**src/rtl/fpu_alpha_recursion_pkg.sv**
```systemverilog
// Shared constants and types for the alpha forward-recursion unit of the
// 8-state LTE turbo constituent decoder.
package fpu_alpha_recursion_pkg;

    localparam int ALPHA_BA_W  = 10;
    localparam int ALPHA_LSP_W = 6;

    // Bit k set: butterfly k uses gm_a, else gm_b.
    localparam logic [3:0] BFLY_SEL_GM_A = 4'b1001;

    localparam logic signed [ALPHA_BA_W-1:0] METRIC_IMPOSSIBLE =
        ALPHA_BA_W'(-(2 ** (ALPHA_BA_W - 2)));

    typedef enum logic [1:0] {
        INIT_KNOWN       = 2'd0,
        INIT_UNIFORM     = 2'd1,
        INIT_CARRY       = 2'd2,
        INIT_UNIFORM_ALT = 2'd3
    } init_mode_e;

    typedef enum logic [1:0] {
        ST_IDLE,
        ST_INIT,
        ST_RUN,
        ST_DONE
    } alpha_state_e;

endpackage

```
**src/rtl/fpu_alpha_acs.sv**
```systemverilog
// Four add-compare-select butterflies of the 8-state trellis, normalised to
// the pre-step state-0 metric and saturated back to BA_W bits.
module fpu_alpha_acs
    import fpu_alpha_recursion_pkg::*;
#(
    parameter int BA_W = ALPHA_BA_W,
    parameter int GM_W = ALPHA_LSP_W + 2
) (
    input  logic [8*BA_W-1:0] old_m,
    input  logic [GM_W-1:0]   gm_a,
    input  logic [GM_W-1:0]   gm_b,
    output logic [8*BA_W-1:0] new_m
);

    localparam int EW = BA_W + 2;
    localparam logic signed [EW-1:0] SAT_MAX = EW'((2 ** (BA_W - 1)) - 1);
    localparam logic signed [EW-1:0] SAT_MIN = EW'(-(2 ** (BA_W - 1)));

    function automatic logic signed [EW-1:0] sx_m(input logic [BA_W-1:0] m);
        return {{2{m[BA_W-1]}}, m};
    endfunction

    function automatic logic signed [EW-1:0] sx_g(input logic [GM_W-1:0] g);
        return {{(EW-GM_W){g[GM_W-1]}}, g};
    endfunction

    function automatic logic [BA_W-1:0] sat(input logic signed [EW-1:0] v);
        if (v > SAT_MAX) return SAT_MAX[BA_W-1:0];
        if (v < SAT_MIN) return SAT_MIN[BA_W-1:0];
        return v[BA_W-1:0];
    endfunction

    logic signed [EW-1:0] norm;

    assign norm = sx_m(old_m[0 +: BA_W]);

    for (genvar k = 0; k < 4; k++) begin : g_bfly
        logic signed [EW-1:0] g;
        logic signed [EW-1:0] m0;
        logic signed [EW-1:0] m1;
        logic signed [EW-1:0] up0;
        logic signed [EW-1:0] dn0;
        logic signed [EW-1:0] up1;
        logic signed [EW-1:0] dn1;
        logic signed [EW-1:0] new_lo;
        logic signed [EW-1:0] new_hi;

        assign g   = BFLY_SEL_GM_A[k] ? sx_g(gm_a) : sx_g(gm_b);
        assign m0  = sx_m(old_m[(2*k)*BA_W +: BA_W]);
        assign m1  = sx_m(old_m[(2*k+1)*BA_W +: BA_W]);
        assign up0 = m0 + g;
        assign dn0 = m0 - g;
        assign up1 = m1 + g;
        assign dn1 = m1 - g;

        assign new_lo = ((up0 > dn1) ? up0 : dn1) - norm;
        assign new_hi = ((dn0 > up1) ? dn0 : up1) - norm;

        assign new_m[k*BA_W +: BA_W]     = sat(new_lo);
        assign new_m[(k+4)*BA_W +: BA_W] = sat(new_hi);
    end

endmodule

```
**src/rtl/fpu_alpha_recursion.sv**
```systemverilog
// Alpha forward-recursion unit: window FSM, step counter and metric
// registers; writes pre-step metrics of every accepted step to alpha RAM.
module fpu_alpha_recursion
    import fpu_alpha_recursion_pkg::*;
#(
    parameter int BA_W    = ALPHA_BA_W,
    parameter int LSP_W   = ALPHA_LSP_W,
    parameter int WIN_LEN = 32,
    parameter int ADDR_W  = 5
) (
    input  logic                clk,
    input  logic                rst_n,
    input  logic                start,
    input  logic [1:0]          init_mode,
    input  logic                bm_valid,
    output logic                bm_ready,
    input  logic [LSP_W+1:0]    gm_a,
    input  logic [LSP_W+1:0]    gm_b,
    output logic                alpha_we,
    output logic [ADDR_W-1:0]   alpha_waddr,
    output logic [8*BA_W-1:0]   alpha_wdata,
    output logic                busy,
    output logic                done
);

    localparam logic [ADDR_W-1:0] LAST_STEP = ADDR_W'(WIN_LEN - 1);
    localparam logic [BA_W-1:0]   IMPOSSIBLE = BA_W'(METRIC_IMPOSSIBLE);

    alpha_state_e      state_q, state_d;
    init_mode_e        mode_q, mode_d;
    logic [ADDR_W-1:0] step_q, step_d;
    logic [8*BA_W-1:0] metric_q, metric_d;
    logic [8*BA_W-1:0] acs_m;
    logic              accept;

    fpu_alpha_acs #(
        .BA_W (BA_W),
        .GM_W (LSP_W + 2)
    ) u_acs (
        .old_m (metric_q),
        .gm_a  (gm_a),
        .gm_b  (gm_b),
        .new_m (acs_m)
    );

    assign accept = (state_q == ST_RUN) && bm_valid;

    always_comb begin
        state_d  = state_q;
        mode_d   = mode_q;
        step_d   = step_q;
        metric_d = metric_q;
        unique case (state_q)
            ST_IDLE: begin
                if (start) begin
                    state_d = ST_INIT;
                    mode_d  = init_mode_e'(init_mode);
                end
            end
            ST_INIT: begin
                state_d = ST_RUN;
                // Carry mode keeps the final metrics of the previous window.
                unique case (mode_q)
                    INIT_KNOWN: metric_d = {{7{IMPOSSIBLE}}, {BA_W{1'b0}}};
                    INIT_CARRY: metric_d = metric_q;
                    default:    metric_d = '0;
                endcase
            end
            ST_RUN: begin
                if (accept) begin
                    metric_d = acs_m;
                    if (step_q == LAST_STEP) begin
                        step_d  = '0;
                        state_d = ST_DONE;
                    end else begin
                        step_d = step_q + 1'b1;
                    end
                end
            end
            ST_DONE: state_d = ST_IDLE;
            default: state_d = ST_IDLE;
        endcase
    end

    always_ff @(posedge clk or negedge rst_n) begin
        if (!rst_n) begin
            state_q  <= ST_IDLE;
            mode_q   <= INIT_KNOWN;
            step_q   <= '0;
            metric_q <= '0;
        end else begin
            state_q  <= state_d;
            mode_q   <= mode_d;
            step_q   <= step_d;
            metric_q <= metric_d;
        end
    end

    assign bm_ready    = (state_q == ST_RUN);
    assign alpha_we    = accept;
    assign alpha_waddr = step_q;
    assign alpha_wdata = metric_q;
    assign busy        = (state_q != ST_IDLE);
    assign done        = (state_q == ST_DONE);

endmodule
```
**config.mk**
```make
export PLATFORM = sky130hd
export DESIGN_NAME = fpu_alpha_recursion
export DESIGN_NICKNAME = d
export VERILOG_FILES = /design/src/rtl/fpu_alpha_recursion_pkg.sv /design/src/rtl/fpu_alpha_acs.sv /design/src/rtl/fpu_alpha_recursion.sv
export SDC_FILE = /design/constraint.sdc
export NUM_CORES = 1
export LEC_CHECK = 0
export CORE_ASPECT_RATIO = 1.2
export CORE_UTILIZATION = 57
export CTS_CLUSTER_DIAMETER = 60
export CTS_CLUSTER_SIZE = 20
export DETAILED_ROUTE_END_ITERATION = 6
export GPL_TIMING_DRIVEN = 1
export PLACE_DENSITY = 0.86
export SKIP_CTS_REPAIR_TIMING = 1
export SYNTH_ARGS = -nofsm -noshare
export SYNTH_HDL_FRONTEND = slang
export SYNTH_HIERARCHICAL = 1
export SYNTH_SLANG_ARGS = --single-unit
```
**constraint.sdc**
```tcl
create_clock -name clk -period 6.8 [get_ports clk]
set_clock_uncertainty 0.1 [all_clocks]
set_input_delay 0.68 -clock clk [delete_from_list [all_inputs] [get_ports clk]]
set_output_delay 0.68 -clock clk [all_outputs]
set_load 0.02 [all_outputs]
```
==> results of run 1 <==
[cells by family after synthesis]
kind of cell,Yosys count
AND/OR/NAND/NOR,668
adder cells (fa/ha/maj),358
buffers and inverters,388
flip-flops,89
multiplexers,175
AO/OA/AOI/OAI,684
XOR/XNOR,136
[metal layers]
layer | overflow | global-route usage
met1 | 25 | 0.835
met2 | 898 | 1.09
met3 | 20 | 0.739
met4 | 308 | 1.01
met5 | 3 | 0.429
[cell usage after synthesis, drive strengths merged (30+ instances only)]
library cell    n
mux2i         139
nand3          30
o31ai          30
mux2           36
nor3           51
nor2          157
nand2b         54
buf            39
nand2         162
o21ai         176
xor2           33
inv           307
a21o           32
clkbuf         40
a21oi         144
xnor2         102
nor2b          69
ha            327
or2            31
o21a           31
dfrtp          89
[through the flow]
step,instance area (µm²),std cells,utilization
after floorplan,19600,2498,-
after global placement,26000,3655,0.777
after detailed placement,26000,3655,0.777
after CTS,26300,3671,0.788
==> flow_metrics.env, run 1 <==
export IMPL_status="did not finish"
export IMPL_haltStage="5_1_grt"
export IMPL_error="[ERROR GRT-0232] Routing congestion too high. Check the congestion heatmap in the GUI."
export IMPL_synth_compound_area_frac=0.238
export IMPL_synthesis_area_um2=19600
export IMPL_cts_root_buffer_cell="clkbuf_16"
export IMPL_die_width_um=171
export IMPL_synthAdderAreaFrac=0.237
export IMPL_ys_seq_area_frac=0.114
export IMPL_ys_flop_type="dfrtp_1"
export IMPL_syn_avg_cell_area_um2=7.84
export IMPL_synth_area_leaders="ha_1 21%, dfrtp_1 11%, mux2i_1 7.1%"
export IMPL_start_util=0.585
export IMPL_synth_top_family_by_area="compound AO/OA/AOI/OAI gates"
export IMPL_place_hpwl_um=63300
export IMPL_dp_slack_ns=-1.86
export IMPL_grt_use_total=0.897
export IMPL_synth_top_area_frac=0.209
export IMPL_synth_xor_area_frac=0.0616
export IMPL_grt_max_degree=87
export IMPL_synth_seq_cells=89
export IMPL_port_buffers=110
export IMPL_gp_congestion=1.05
export IMPL_synth_edf_count=0
export IMPL_yosys_area_share_simple=0.174
export IMPL_die_h_um=205
export IMPL_ios=111
export IMPL_syn_inst=2498
export IMPL_syn_nets=2871
export IMPL_yosysWarnings=6
export IMPL_worst_endpoint="alpha_wdata[3]$_DFFE_PN0P_/D"
export IMPL_cts_buffers=9
export IMPL_synthMuxAreaShare=0.0928
export IMPL_htreeDepth=3
export IMPL_fp_row_count=73
export IMPL_cts_buffer_depth=2
export IMPL_synth_distinct_cells=105
export IMPL_async_reset_ff_frac=1.00
export IMPL_worstEpCategory="register input"
export IMPL_clkSinkCount=89
export IMPL_synth_area_leader_cell="ha_1"
export IMPL_grt_remaining_overflow=1254
==> run 2, diff against run 1 <==
Settings changed: CORE_ASPECT_RATIO 1.2 to default, CORE_UTILIZATION 57 to 40, CTS_CLUSTER_DIAMETER 60 to default, CTS_CLUSTER_SIZE 20 to default, PLACE_DENSITY 0.86 to default, PLACE_DENSITY_LB_ADDON from default to 0.15.
Clock period 6.8 ns to 8.8 ns, I/O delays scaled along.
==> run 2 against run 1 <==
- the run now ends clean
- area after synthesis unchanged
- synthesized cell count unchanged
==> flow_metrics.env, run 2 <==
export IMPL_cts_root_buffer_cell="clkbuf_16"
export IMPL_ys_flop_type="dfrtp_1"
export IMPL_syn_avg_cell_area_um2=7.84
export IMPL_dieArea_um2=49800
export IMPL_required_ns=8.92
export IMPL_synth_area_leader_cell="ha_1"
export IMPL_period_share=0.941
export IMPL_grt_use_total=0.254
export IMPL_port_buffers=110
export IMPL_dr_pass1_iters=5
export IMPL_gp_congestion=0.900
export IMPL_finalSetupViolCount=0
export IMPL_syn_inst=2498
export IMPL_status="completed"
export IMPL_synth_most_common_cell="ha_1"
export IMPL_drive_gt1_frac=0.0723
export IMPL_die_h_um=223
export IMPL_wl_per_cell_um=19.6
export IMPL_cpPeakStageDelay_ns=0.53
export IMPL_finalHoldViolations=0
export IMPL_grt_first_pass_wirelength_um=99600
export IMPL_ff2ff_setup_slack_ns=1.12
export IMPL_rr_worst_depth=33
export IMPL_synth_area_leaders="ha_1 21%, dfrtp_1 11%, mux2i_1 7.1%"
export IMPL_hold_path_class="primary input to async pin"
export IMPL_multi_input_comb_area_um2=15800
export IMPL_grt_pass1_vias=17884
export IMPL_fmax_mhz=121
export IMPL_start_util=0.407
export IMPL_synth_distinct_cells=105
export IMPL_start_kind="primary input"
export IMPL_drtAntennaViolNets=0
export IMPL_viasPerCell=5.71
export IMPL_crit_start="gm_a[0]"
export IMPL_gr_usage_met1=0.341
export IMPL_cts_buffers=9
export IMPL_ys_seq_area_frac=0.114
export IMPL_core_area_um2=48000
export IMPL_maxCapViolations=0
export IMPL_worst_pin_slew_ns=1.02
export IMPL_use_met3=0.0245
export IMPL_ios=111
export IMPL_synth_top_cells_by_count="327 x ha_1, 307 x inv_1, 172 x o21ai_0"
export IMPL_cp_slowest_cell="clkdlybuf4s50_1"
export IMPL_htreeDepth=3
export IMPL_crit_reg2reg_launch="alpha_wdata[1]"
export IMPL_cts_buffer_depth=2
export IMPL_fill_cells=4849
export IMPL_rsz0062_at_grt="false"
export IMPL_layout_area_seq_um2=2230
export IMPL_path_class="primary input to flip-flop"
export IMPL_syn_to_final_growth_pct=11.6
export IMPL_grt_max_degree=87
export IMPL_antennaDiodeCount=0
export IMPL_nNetsFinal=2982
export IMPL_cts_tree="yes"
export IMPL_synth_seq_cells=89
export IMPL_r2r_end="alpha_wdata[1]"
export IMPL_maxSlewHeadroom=0.321
export IMPL_worst_endpoint_arrival_ns=8.41
export IMPL_setup_tns_ns=0
export IMPL_slew_viol_final=0
export IMPL_synthesis_area_um2=19600
export IMPL_largest_register_ffs=80
export IMPL_finalCriticalPeriod_ns=8.29
export IMPL_routed_wl_um=63400
export IMPL_die_width_um=223
export IMPL_drc_errors=0
export IMPL_async_reset_ff_frac=1.00
export IMPL_mostFrequentLayoutCell="ha_1"
export IMPL_antenna_found_initial=0
export IMPL_synth_top_area_frac=0.209
export IMPL_met2_usage=0.427
export IMPL_clkSinkCount=89
export IMPL_endpoint_kind="flip-flop"
export IMPL_layout_common_cells="326 x ha_1, 307 x inv_1, 172 x o21ai_0, 162 x nand2_1, 157 x nor2_1"
export IMPL_fp_row_count=80
export IMPL_clk_latency_ns=0.38
export IMPL_cp_max_fo=9
export IMPL_yosysWarnings=6
export IMPL_clk_pin_slew_ns=0.08
export IMPL_syn_nets=2871
export IMPL_top_usage_layer="met2"
export IMPL_synth_edf_count=0
export IMPL_place_hpwl_um=51100
export IMPL_grt_remaining_overflow=0
export IMPL_num_vias=18444
export IMPL_drt_iter0_drc=1206
## run 2: per-stage QoR
stage          hold slack [ns]  cell area (µm²)   util  cells  setup WS (ns)
6_report                 0.372            21800  0.455   3229          0.515
5_1_grt                  0.396            21800  0.455   3229        0.00550
4_1_cts                  0.372            21800  0.454   3227          0.291
3_5_place_dp             0.433            21500  0.448   3211        -0.0795
3_3_place_gp             0.422            21500  0.448   3211        -0.0276
2_1_floorplan            0.403            19600      -   2498           1.50
## run 2: cell type report
type,count,area share
Clock buffer,9,0.0103
Multi-Input combinational cell,2021,0.722
Inverter,309,0.0531
Clock inverter,7,0.00303
Timing Repair Buffer,179,0.0746
Sequential cell,89,0.102
Tap cell,615,0.0352
## run 2: worst max-delay path, delay by kind of cell
kind            cells  cell delay (ns)
buf+inv             6             1.26
xor+xnor            1             0.16
compound gates     14             2.48
simple gates        8             1.62
mux                 2             0.40
fa+ha+maj           5             1.60
## run 2: cell families after synthesis
family          count (synthesis)  synth area share
flops                          89             0.114
mux                           175            0.0928
fa+ha+maj                     358             0.237
buf+inv                       388            0.0825
simple gates                  668             0.174
xor+xnor                      136            0.0616
compound gates                684             0.238
## run 2: how the worst max path moves through the flow
stage	end	depth (start not counted)
3_3_place_gp	alpha_wdata[1]	34
3_5_place_dp	alpha_wdata[6]	34
2_1_floorplan	alpha_wdata[78]	31
5_1_grt	alpha_wdata[4]	35
6_report	alpha_wdata[1]	36
4_1_cts	alpha_wdata[6]	34
## run 2: per-layer routing
layer,vias to the layer above,share of wire
met5,-,0
met4,0,0.030
met3,71,0.040
met2,454,0.46
met1,8806,0.47
li1,9113,-
Power of run 2 is not shown: default switching activity piles up to over one toggle a cycle in this logic, so the estimate is an artifact.
